$ cat src/rtl/adder_share_arbiter_if.sv
// Requester/consumer bundle for adder_share_arbiter.
// rsp_carry exists only when ADD_ARB_CARRY_EN is defined.
interface adder_share_arbiter_if #(
  parameter int NREQ = 4,
  parameter int W    = 4
);
  localparam int IDW = $clog2(NREQ);

  logic [NREQ-1:0]   req_valid;
  logic [NREQ-1:0]   req_ready;
  logic [NREQ*W-1:0] req_a;
  logic [NREQ*W-1:0] req_b;
  logic              rsp_valid;
  logic              rsp_ready;
  logic [W-1:0]      rsp_sum;
  logic [IDW-1:0]    rsp_id;
  logic              busy;
`ifdef ADD_ARB_CARRY_EN
  logic              rsp_carry;
`endif

  modport master (
    output req_valid, req_a, req_b, rsp_ready,
    input  req_ready, rsp_valid, rsp_sum, rsp_id, busy
`ifdef ADD_ARB_CARRY_EN
    , input rsp_carry
`endif
  );

  modport slave (
    input  req_valid, req_a, req_b, rsp_ready,
    output req_ready, rsp_valid, rsp_sum, rsp_id, busy
`ifdef ADD_ARB_CARRY_EN
    , output rsp_carry
`endif
  );
endinterface

$ cat src/rtl/adder_share_arbiter.sv
// One registered W-bit adder shared round-robin between NREQ requesters.
// Define ADD_ARB_CARRY_EN to add the rsp_carry output (bit W of a+b).
module adder_share_arbiter #(
  parameter int NREQ = 4,
  parameter int W    = 4
) (
  input  logic                  clk,
  input  logic                  reset,
  adder_share_arbiter_if.slave  bus
);
  localparam int IDW = $clog2(NREQ);
  localparam int PW  = IDW + 1;

  typedef enum logic [1:0] {IDLE = 2'd0, EXEC = 2'd1, RESP = 2'd2} state_t;

  state_t         state_reg, state_next;
  logic [IDW-1:0] rr_ptr_reg, rr_ptr_next;
  logic [W-1:0]   a_reg, b_reg;
  logic [IDW-1:0] id_reg;
  logic [W-1:0]   sum_reg;
  logic [IDW-1:0] rsp_id_reg;
`ifdef ADD_ARB_CARRY_EN
  logic           carry_reg;
  logic [W:0]     full_sum;
`else
  logic [W-1:0]   full_sum;
`endif

  logic [W-1:0]   req_a_arr [NREQ];
  logic [W-1:0]   req_b_arr [NREQ];
  logic [PW-1:0]  cand_raw  [NREQ];
  logic [IDW-1:0] cand_idx  [NREQ];
  logic           grant_found;
  logic [IDW-1:0] grant_idx;
  logic [NREQ-1:0] grant_vec;
  logic           capture;

  // cand_idx[gi] is the requester examined at search position gi, starting at rr_ptr.
  generate
    for (genvar gi = 0; gi < NREQ; gi++) begin : g_req
      assign req_a_arr[gi] = bus.req_a[gi*W +: W];
      assign req_b_arr[gi] = bus.req_b[gi*W +: W];
      assign cand_raw[gi]  = {1'b0, rr_ptr_reg} + PW'(gi);
      assign cand_idx[gi]  = (cand_raw[gi] >= PW'(NREQ))
                             ? IDW'(cand_raw[gi] - PW'(NREQ))
                             : cand_raw[gi][IDW-1:0];
    end
  endgenerate

  // Scan from the far end so the position nearest rr_ptr wins.
  always_comb begin
    grant_found = 1'b0;
    grant_idx   = '0;
    for (int k = NREQ - 1; k >= 0; k--) begin
      if (bus.req_valid[cand_idx[k]]) begin
        grant_found = 1'b1;
        grant_idx   = cand_idx[k];
      end
    end
  end

  always_comb begin
    state_next  = state_reg;
    rr_ptr_next = rr_ptr_reg;
    grant_vec   = '0;
    capture     = 1'b0;
    case (state_reg)
      IDLE: begin
        if (grant_found) begin
          grant_vec[grant_idx] = 1'b1;
          capture              = 1'b1;
          rr_ptr_next          = (grant_idx == IDW'(NREQ - 1)) ? '0 : grant_idx + IDW'(1);
          state_next           = EXEC;
        end
      end
      EXEC:    state_next = RESP;
      RESP:    if (bus.rsp_ready) state_next = IDLE;
      default: state_next = IDLE;
    endcase
  end

`ifdef ADD_ARB_CARRY_EN
  assign full_sum = {1'b0, a_reg} + {1'b0, b_reg};
`else
  assign full_sum = a_reg + b_reg;
`endif

  always_ff @(posedge clk) begin
    if (reset) begin
      state_reg  <= IDLE;
      rr_ptr_reg <= '0;
      a_reg      <= '0;
      b_reg      <= '0;
      id_reg     <= '0;
      sum_reg    <= '0;
      rsp_id_reg <= '0;
`ifdef ADD_ARB_CARRY_EN
      carry_reg  <= 1'b0;
`endif
    end else begin
      state_reg  <= state_next;
      rr_ptr_reg <= rr_ptr_next;
      if (capture) begin
        a_reg  <= req_a_arr[grant_idx];
        b_reg  <= req_b_arr[grant_idx];
        id_reg <= grant_idx;
      end
      if (state_reg == EXEC) begin
        sum_reg    <= full_sum[W-1:0];
        rsp_id_reg <= id_reg;
`ifdef ADD_ARB_CARRY_EN
        carry_reg  <= full_sum[W];
`endif
      end
    end
  end

  assign bus.req_ready = grant_vec;
  assign bus.rsp_valid = (state_reg == RESP);
  assign bus.rsp_sum   = sum_reg;
  assign bus.rsp_id    = rsp_id_reg;
  assign bus.busy      = (state_reg != IDLE);
`ifdef ADD_ARB_CARRY_EN
  assign bus.rsp_carry = carry_reg;
`endif
endmodule

$ cat src/flat_wrapper.sv
// flat-port wrapper written by rule: the top's interface ports become plain ports
module adder_share_arbiter_flat 
#(
  parameter int NREQ = 4,
  parameter int W    = 4
)
  (clk, reset, bus_req_valid, bus_req_a, bus_req_b, bus_rsp_ready, bus_req_ready, bus_rsp_valid, bus_rsp_sum, bus_rsp_id, bus_busy);
  adder_share_arbiter_if #(.NREQ(NREQ), .W(W)) bus_i ();
  input  logic clk;
  input  logic reset;
  input wire logic [$bits(bus_i.req_valid)-1:0] bus_req_valid;
  input wire logic [$bits(bus_i.req_a)-1:0] bus_req_a;
  input wire logic [$bits(bus_i.req_b)-1:0] bus_req_b;
  input wire logic [$bits(bus_i.rsp_ready)-1:0] bus_rsp_ready;
  output wire logic [$bits(bus_i.req_ready)-1:0] bus_req_ready;
  output wire logic [$bits(bus_i.rsp_valid)-1:0] bus_rsp_valid;
  output wire logic [$bits(bus_i.rsp_sum)-1:0] bus_rsp_sum;
  output wire logic [$bits(bus_i.rsp_id)-1:0] bus_rsp_id;
  output wire logic [$bits(bus_i.busy)-1:0] bus_busy;
  assign bus_i.req_valid = bus_req_valid;
  assign bus_i.req_a = bus_req_a;
  assign bus_i.req_b = bus_req_b;
  assign bus_i.rsp_ready = bus_rsp_ready;
  assign bus_req_ready = bus_i.req_ready;
  assign bus_rsp_valid = bus_i.rsp_valid;
  assign bus_rsp_sum = bus_i.rsp_sum;
  assign bus_rsp_id = bus_i.rsp_id;
  assign bus_busy = bus_i.busy;
  adder_share_arbiter #(.NREQ(NREQ), .W(W)) u_core (.clk(clk), .reset(reset), .bus(bus_i));
endmodule
$ cat config.mk
export PLATFORM = sky130hd
export DESIGN_NAME = adder_share_arbiter_flat
export DESIGN_NICKNAME = d
export VERILOG_FILES = /design/src/rtl/adder_share_arbiter_if.sv /design/src/rtl/adder_share_arbiter.sv /design/src/flat_wrapper.sv
export SDC_FILE = /design/constraint.sdc
export NUM_CORES = 1
export LEC_CHECK = 0
export ABC_AREA = 1
export CAP_MARGIN = 20
export CORE_MARGIN = 5
export CORE_UTILIZATION = 49
export DETAILED_ROUTE_END_ITERATION = 10
export PLACE_DENSITY = 0.87
export SYNTH_ARGS = -nofsm -noshare
export SYNTH_HDL_FRONTEND = slang
export SYNTH_SLANG_ARGS = --single-unit
$ cat constraint.sdc
create_clock -name clk -period 4.4 [get_ports clk]
set_clock_uncertainty 0.15 [all_clocks]
set_input_delay 0.44 -clock clk [delete_from_list [all_inputs] [get_ports clk]]
set_output_delay 0.44 -clock clk [all_outputs]
set_load 0.02 [all_outputs]
Word level (Yosys, flattened, before mapping) --
Index checks and enable logic that the tools add are counted.
Word-level totals: flip-flop bits (word level) 20, word-level logic and storage cells 74
Operators by class: $lt $le $gt $ge 11, muxes and demuxes 36, equality and inequality tests 5, add/sub/neg operators 9, reductions and logical operators 5, bitwise gates (word level) 1
Operator list (count):
- $mux 4 | 6
- $mux 2 | 11
- $bmux 4 s2 | 2
- $lt 2x3->1 const B | 5
- $ge 3x3->1 const B | 4
- $mux 1 | 11
- $bmux 1 s2 | 4
- $sub 2x1->2 const B | 4
- $add 2x2->3 const B | 2
- $pmux 2 s3 | 1
- $add 4x4->4 | 1
- $eq 2x2->1 const B | 2
- $reduce_and 2->1 | 2
- $add 2x1->3 const B | 1
- $ge 2x3->1 const B | 1
- $not 2->3 | 1
- $add 2x1->2 const B | 1
- $demux 1 s2 | 1
- $eq 2x1->1 const B | 1
- $ge 2x1->1 const B | 1
- $logic_not 2->1 | 1
- $ne 2x1->1 const B | 1
- $ne 2x2->1 const B | 1
- $reduce_bool 2->1 | 1
- $logic_and 1x1->1 | 1

Logic depth before layout (Yosys ltp) --
Gate-level depths: netlist of run 1.
depth after elaboration 15, gate-level depth with buffers 15

Worst setup path before layout of run 1 --
Ideal clock, no wire load.
kind input -> output, start point input bus_req_valid[3], end point output bus_req_ready[3], arrival time 1.814 ns, setup slack 1.996 ns, data required time 3.810 ns, stages on the path 10, cell sequence inv_1 o21ai_0 nor2_1 nor2_1 nand3_2 nand2_4 buf_8 ha_1 inv_1 nor2_1
On the way: cells in the longest elaborated chain, start to end 12, elaborated cells on any way between the ends 23
RTL lines:
- start, declared | line flat_wrapper.sv:11 | input wire logic [$bits(bus_i.req_valid)-1:0] bus_req_valid;
- $bmux 1 s2 | line adder_share_arbiter.sv:55 | if (bus.req_valid[cand_idx[k]]) begin
- $mux 1 (implied by the code) | line adder_share_arbiter.sv:55
- $mux 2 (4 in a row) | line adder_share_arbiter.sv:55
- $lt 2x3->1 (implied by the code) or $ge 2x1->1 (tied branches) | line adder_share_arbiter.sv:70 | grant_vec[grant_idx] = 1'b1;
- $logic_and 1x1->1 (implied by the code) | line adder_share_arbiter.sv:70
- $mux 1 (implied by the code) | line adder_share_arbiter.sv:70
- $demux 1 s2
- $mux 4 (*) | line adder_share_arbiter.sv:69 | if (grant_found) begin
- $mux 4 (*) | line adder_share_arbiter.sv:67 | case (state_reg)
- end, declared | line flat_wrapper.sv:15 | output wire logic [$bits(bus_i.req_ready)-1:0] bus_req_ready;
Mark *: on every way between the ends. The rest lies on a longest branch, timed or not. The select of a mux whose other input is x is not followed.

Worst setup path after layout of run 1 --
start point register u_core.rr_ptr_reg[0], end point output bus_req_ready[3]
On the way: cells in the longest elaborated chain, start to end 15, elaborated cells on any way between the ends 38
RTL lines:
- start, declared | line adder_share_arbiter.sv:17 | logic [IDW-1:0] rr_ptr_reg, rr_ptr_next;
- start signal, assigned | line adder_share_arbiter.sv:102 | rr_ptr_reg <= rr_ptr_next;
- $add 2x2->3 | line adder_share_arbiter.sv:43 | assign cand_raw[gi] = {1'b0, rr_ptr_reg} + PW'(gi);
- $ge 3x3->1 or $sub 2x1->2 (tied branches) | line adder_share_arbiter.sv:44, adder_share_arbiter.sv:45
- $mux 2 | line adder_share_arbiter.sv:45 | ? IDW'(cand_raw[gi] - PW'(NREQ))
- $bmux 1 s2 | line adder_share_arbiter.sv:55
- $mux 1 (implied by the code) | line adder_share_arbiter.sv:55
- $mux 2 (4 in a row) | line adder_share_arbiter.sv:55
- $lt 2x3->1 (implied by the code) or $ge 2x1->1 (tied branches) | line adder_share_arbiter.sv:70
- $logic_and 1x1->1 (implied by the code) | line adder_share_arbiter.sv:70
- $mux 1 (implied by the code) | line adder_share_arbiter.sv:70
- $demux 1 s2
- $mux 4 (*) | line adder_share_arbiter.sv:69
- $mux 4 (*) | line adder_share_arbiter.sv:67
Marked as above.

==> results of run 1 <==
## kinds of logic (layout without fill, tap and decap cells)
kind of cell,after synthesis,after routing,share of synthesized area
AND/OR/NAND/NOR,139,139,0.4126
buffers and inverters,68,115,0.1872
flip-flops,20,20,0.2651
AO/OA/AOI/OAI,18,18,0.07125
adder cells (fa/ha/maj),5,5,0.04640
XOR/XNOR,3,3,0.01740
## final cells by class
cell class | instances | share of cell area
Clock buffer | 4 | 0.01780
Inverter | 60 | 0.1105
Multi-Input combinational cell | 165 | 0.4058
Sequential cell | 20 | 0.1964
Tap cell | 33 | 0.02026
Timing Repair Buffer | 51 | 0.2492
## layer usage
layer | global-route usage | up-vias | part of all wire
met5 | 0 | - | 0
met4 | 0.04663 | 0 | 0.013
met3 | 0.04274 | 6 | 0.075
met2 | 0.3021 | 52 | 0.49
met1 | 0.2002 | 733 | 0.42
li1 | - | 862 | -
## path summary, 6_finish.rpt
kind | startpoint | endpoint | cells after the start
max | u_core.rr_ptr_reg[0] | bus_req_ready[3] | 10
min | u_core.bus.rsp_sum[0] | u_core.bus.rsp_sum[0] | 2
min reg2reg | u_core.bus.rsp_sum[0] | u_core.bus.rsp_sum[0] | 2
max reg2reg | u_core.rr_ptr_reg[0] | u_core.rr_ptr_reg[1] | 9
## worst register-to-register path: cells and delay by family, from the launching register on
family | cells | cell delay [ns]
AO/OA/AOI/OAI | 3 | 0.36
adder cells (fa/ha/maj) | 1 | 0.28
flip-flops | 1 | 0.70
AND/OR/NAND/NOR | 5 | 0.97
## placed cells by master (no fill, tap or decap), types with 4 or more instances in the layout
cell type / count
nand2_1: 50
nand2_2: 4
o21ai_0: 8
nand3_1: 45
dfxtp_1: 20
inv_1: 57
ha_1: 4
nor2_1: 35
a21oi_1: 5
clkdlybuf4s50_1: 50
## synth_stat cells
library cell	n	area, µm²
inv_2	2	7.510
o21ai_0	8	40.04
buf_6	1	11.26
nand2_1	50	187.7
nand3_1	45	225.2
o211ai_2	1	12.51
dfxtp_1	20	400.4
buf_2	4	20.02
nand2_4	3	33.78
ha_1	4	50.05
buf_4	1	7.510
nand2_2	4	25.02
a21oi_1	5	25.02
o21ai_2	1	8.760
clkinv_1	1	3.750
o211ai_1	1	7.510
fa_1	1	20.02
xnor2_1	3	26.28
nor2_1	35	131.4
nand3_2	2	20.02
o221ai_1	1	8.760
o21ai_1	1	5.000
clkbuf_1	1	3.750
inv_1	57	214.0
buf_8	1	15.01
## power by group through the flow
stage               Clock [mW]  Sequential [mW]  Combinational [mW]
floorplan                    0            0.308               0.651
global placement             0            0.306               0.828
detailed placement           0            0.307               0.847
CTS                      0.106            0.302               0.852
global route             0.118            0.314               0.961
finish                   0.104            0.302               0.853
==> impl_metrics.toml, run 1 <==
[detailed_routing]
wl_um = 3451
viasPerCell = 4.964
drc = 0
drtIter0Drc = 66
antenna_left = 0
post_drt_wl_per_cell_um = 10.36
dr.pass1.iters = 4
routed-via-count = 1653

[synth]
synth_seq_cells = 20
syn_nets = 297
post_synth_inst_count = 253
synth_area_um2 = 1510
ys_types = 25
synth.avg_cell_area_um2 = 5.969
yosysSeqAreaShare = 0.2651
ys_warn_count = 0

[power]
peakVddDrop_mv = 0.2111
pwr-share-comb = 0.678
p_sw_mw = 0.6251
finalPower_mw = 1.259
leakagePower_nw = 1.107
power_density_nw_per_um2 = 617.9
p_sw_frac = 0.4964
clockPowerShare = 0.083
p_int_mw = 0.6342
seqPwrFrac = 0.240

[flow_run]
maxCapViolCount = 0

[setup_path]
r2r_slack_ns = 1.83
crit_buf_inv = 2
start_kind = "flop"
crit_top_cell = "nor2_1"
cp.arrival_ns = 3.04
crit_type = "flop to output pin"
end_kind = "output pin"
path_max_fanout = 18
crit_required_ns = 3.81
crit_family = "simple AND/OR/NAND/NOR gates"
crit_path_top_delay_cell = "dfxtp_1"
path_cells = "nand2_1, o21ai_0, nor2_1, nor2_1, nand3_2, nand2_4, ha_1, inv_1, nor2_1, clkdlybuf4s50_1"
critical-path-max-stage-delay_ns = 0.70

[layout]
area_delta_synth_final_pct = 34.96
n_antenna_cell = 0
final_cell_area_um2 = 2038
multi_input_comb_area_um2 = 827.0
stdcell_count = 333
register_area_um2 = 400.4
final_util = 0.6788
fin_nets = 345
fillCellCount = 276
layout-drive-gt1-share = 0.06000

[sta]
maxSlewViolCount = 0
worstMarginPinSlew_ns = 0.5778
fin_tns_setup_ns = 0
rsz0062_at_grt = "no"
layout_setup_ws_ns = 0.7679
final.period_utilization = 0.8255
fmax_mhz = 275.3
hold_slack_ns = 0.3465
min_period_ns = 3.632
finalHoldViolations = 0
slew-limit-headroom = 0.6143
finalSetupViolations = 0

[floorplanning]
dieArea_um2 = 4292
num_rows = 20
core_um2 = 3003
start_util = 0.5029
io_pins = 51
die-width_um = 65.52
dieHeight_um = 65.52

[clocking]
clockBufferDepth = 2
cts_tree = "done"
post_cts_buffers = 0
clock_sinks = 20
htree_levels = 1
ctsResizeCount = 0
cts_buffers = 3
clk_pin_slew_worst_paths_ns = 0.10
cts_root_buffer = "clkbuf_4"
hold_buffers = 0
clk_latency_ns = 0.30

[place]
dp.cells = 329
placed_area_um2 = 2002
gp_congestion = 0.8668
dp_slack_ns = 0.7668
portBuffers = 50
dp_hpwl_um = 2798

[grt]
first_global_vias = 1494
track_usage = 0.1697
grt.overflow.total = 0
grt_max_degree = 19
grt_pass1_wl_um = 5851
antenna_found_initial = 0

[outcome]
status = "complete, no violations"

[hold_path]
hp-class = "flop to flop"
Power figures use the tool's default switching activity.
==> inputs of run 2 (changes only) <==
--- a/config.mk
+++ b/config.mk
@@ -8,9 +8,9 @@
 export ABC_AREA = 1
 export CAP_MARGIN = 20
 export CORE_MARGIN = 5
-export CORE_UTILIZATION = 49
+export CORE_UTILIZATION = 46
 export DETAILED_ROUTE_END_ITERATION = 10
-export PLACE_DENSITY = 0.87
+export PLACE_DENSITY = 0.83
 export SYNTH_ARGS = -nofsm -noshare
 export SYNTH_HDL_FRONTEND = slang
 export SYNTH_SLANG_ARGS = --single-unit
==> constraint.sdc (replaced) <==
create_clock -name clk -period 3.6 [get_ports clk]
set_clock_uncertainty 0.15 [all_clocks]
set_input_delay 0.36 -clock clk [delete_from_list [all_inputs] [get_ports clk]]
set_output_delay 0.36 -clock clk [all_outputs]
set_load 0.02 [all_outputs]
==> run 2 against run 1 <==
- clock power rose by 75%
- sequential cell count unchanged
- cell count grew 4.2%
- die area is 5.5% higher
- worst hold slack better by 0.0011 ns
- design area is 2.6% higher
- non-clock buffer count up 3
- first-iteration DRC count down 7.6%
- global-route usage shrank 1.1 points
- via count decreased by 1.7%
- clock-buffer cell count down 1
- sequential share of layout area fell by 0.49 points
- critical endpoint unchanged
==> impl_metrics.toml, run 2 (synthesized netlist as in run 1, its figures left out) <==
[layout]
layout-drive-gt1-share = 0.06931
mostFrequentLayoutCell = "inv_1"
area_delta_synth_final_pct = 38.44
final_util = 0.6738
fillCellCount = 304
fin_nets = 348
layout_common_cells = "57 x inv_1, 50 x nand2_1, 50 x clkdlybuf4s50_1, 45 x nand3_1, 35 x nor2_1"
multi_input_comb_area_um2 = 827.0
stdcell_count = 347
register_area_um2 = 400.4
n_antenna_cell = 0

[sta]
layout_setup_ws_ns = 0.2924
final.period_utilization = 0.9188
finalHoldViolations = 0
worstMarginPinSlew_ns = 0.4471
min_period_ns = 3.308
slew-limit-headroom = 0.7015
finalSetupViolations = 0
rsz0062_at_grt = "no"
maxSlewViolCount = 0
fmax_mhz = 302.3
hold_slack_ns = 0.3476
fin_tns_setup_ns = 0

[hold_path]
holdPathStages = 2
hp-class = "flop to flop"
holdPathEnd = "u_core.bus.rsp_id[0]"
min_from = "u_core.bus.rsp_id[0]"

[detailed_routing]
drtIter0Drc = 61
post_drt_wl_per_cell_um = 9.847
dr.pass1.iters = 4
drc = 0
routed-via-count = 1625
antenna_left = 0
viasPerCell = 4.683
wl_um = 3417

[clocking]
clk_latency_ns = 0.31
cts_root_buffer = "clkbuf_4"
hold_buffers = 0
htree_levels = 1
clock_sinks = 20
ctsResizeCount = 0
clk_pin_slew_worst_paths_ns = 0.11
cts_buffers = 3
cts_tree = "done"
post_cts_buffers = 0
clockBufferDepth = 2

[setup_path]
crit_buf_inv = 3
reg2reg_from = "u_core.rr_ptr_reg[0]"
crit_top_cell = "nand2_1"
crit_required_ns = 3.09
rr_worst_depth = 11
path_cells = "inv_1, nand2_1, nand3_1, nand2_1, nand3_2, nand2_1, nand2_4, nand2_4, ha_1, inv_1, nor2_1, clkdlybuf4s50_1"
critical-path-max-stage-delay_ns = 0.61
crit_family = "simple AND/OR/NAND/NOR gates"
path_max_fanout = 18
cp.arrival_ns = 2.80
crit_path_top_delay_cell = "dfxtp_1"
crit_type = "flop to output pin"
r2r-end = "u_core.rr_ptr_reg[1]"
start_kind = "flop"
end_kind = "output pin"
r2r_slack_ns = 1.22

[floorplanning]
start_util = 0.4867
dieArea_um2 = 4529
dieHeight_um = 67.30
io_pins = 51
num_rows = 20
die-width_um = 67.30
core_um2 = 3103

[power]
leakagePower_nw = 1.129
peakVddDrop_mv = 0.3573
power_density_nw_per_um2 = 774.5

[place]
dp_slack_ns = 0.3749
dp.cells = 343
dp_hpwl_um = 2790
portBuffers = 50
gp_congestion = 0.8421

[grt]
antenna_found_initial = 0
track_usage = 0.1583
grt_max_degree = 19
first_global_vias = 1427
grt_pass1_wl_um = 5671
grt.overflow.total = 0

[flow_run]
maxCapViolCount = 0

[outcome]
status = "complete, no violations"
==> run 2: changes by cell type in the layout (fill, tap and decap cells not counted), sizes merged <==
cell / previous run / this run
bufinv: 0 / 1
buf: 1 / 4
clkbuf: 4 / 3
==> run 2: final cells by class <==
cell class	count	area share
inverter	60	0.1077
multi-input combinational	165	0.3956
clock buffer	3	0.01077
clock inverter	1	0.01436
sequential	20	0.1915
timing repair buffer	54	0.2537
tap	44	0.02633
==> run 2: worst min-delay path, stage by stage (launching register included) <==
cell and delay, ns:
dfxtp_1 0.33, nor2_1 0.09, nor2_1 0.05
==> run 2: report_power, final <==
part	internal, mW	leakage (nW)	switching, mW
sequential	0.303	0.166	0.0641
clock	0.113	0.0279	0.0696
combinational	0.435	0.935	0.635
==> run 2: metrics by stage <==
stage          total power [mW]  instance area [µm²]
2_1_floorplan             1.173                 1510
3_3_place_gp              1.426                 2038
3_5_place_dp              1.445                 2038
4_1_cts                   1.631                 2091
5_1_grt                   1.774                 2091
6_report                  1.619                 2091
==> run 2: metal layers <==
metal / global-route usage / vias up / wire [µm]
li1: - / 866 / -
met1: 0.1820 / 709 / 1446
met2: 0.3006 / 45 / 1755
met3: 0.04160 / 5 / 200
met4: 0.01519 / 0 / 15
met5: 0 / - / 0
==> run 2: worst max path at each step <==
stage | start | to | slack [ns] | depth (start not counted)
floorplan | u_core.rr_ptr_reg[0] | bus_req_ready[3] | 1.32 | 10
global placement | bus_req_valid[2] | bus_req_ready[3] | 0.42 | 13
detailed placement | bus_req_valid[3] | bus_req_ready[0] | 0.37 | 12
CTS | u_core.rr_ptr_reg[0] | bus_req_ready[3] | 0.30 | 12
global route | u_core.rr_ptr_reg[0] | bus_req_ready[3] | 0.03 | 12
finish | u_core.rr_ptr_reg[0] | bus_req_ready[3] | 0.29 | 12
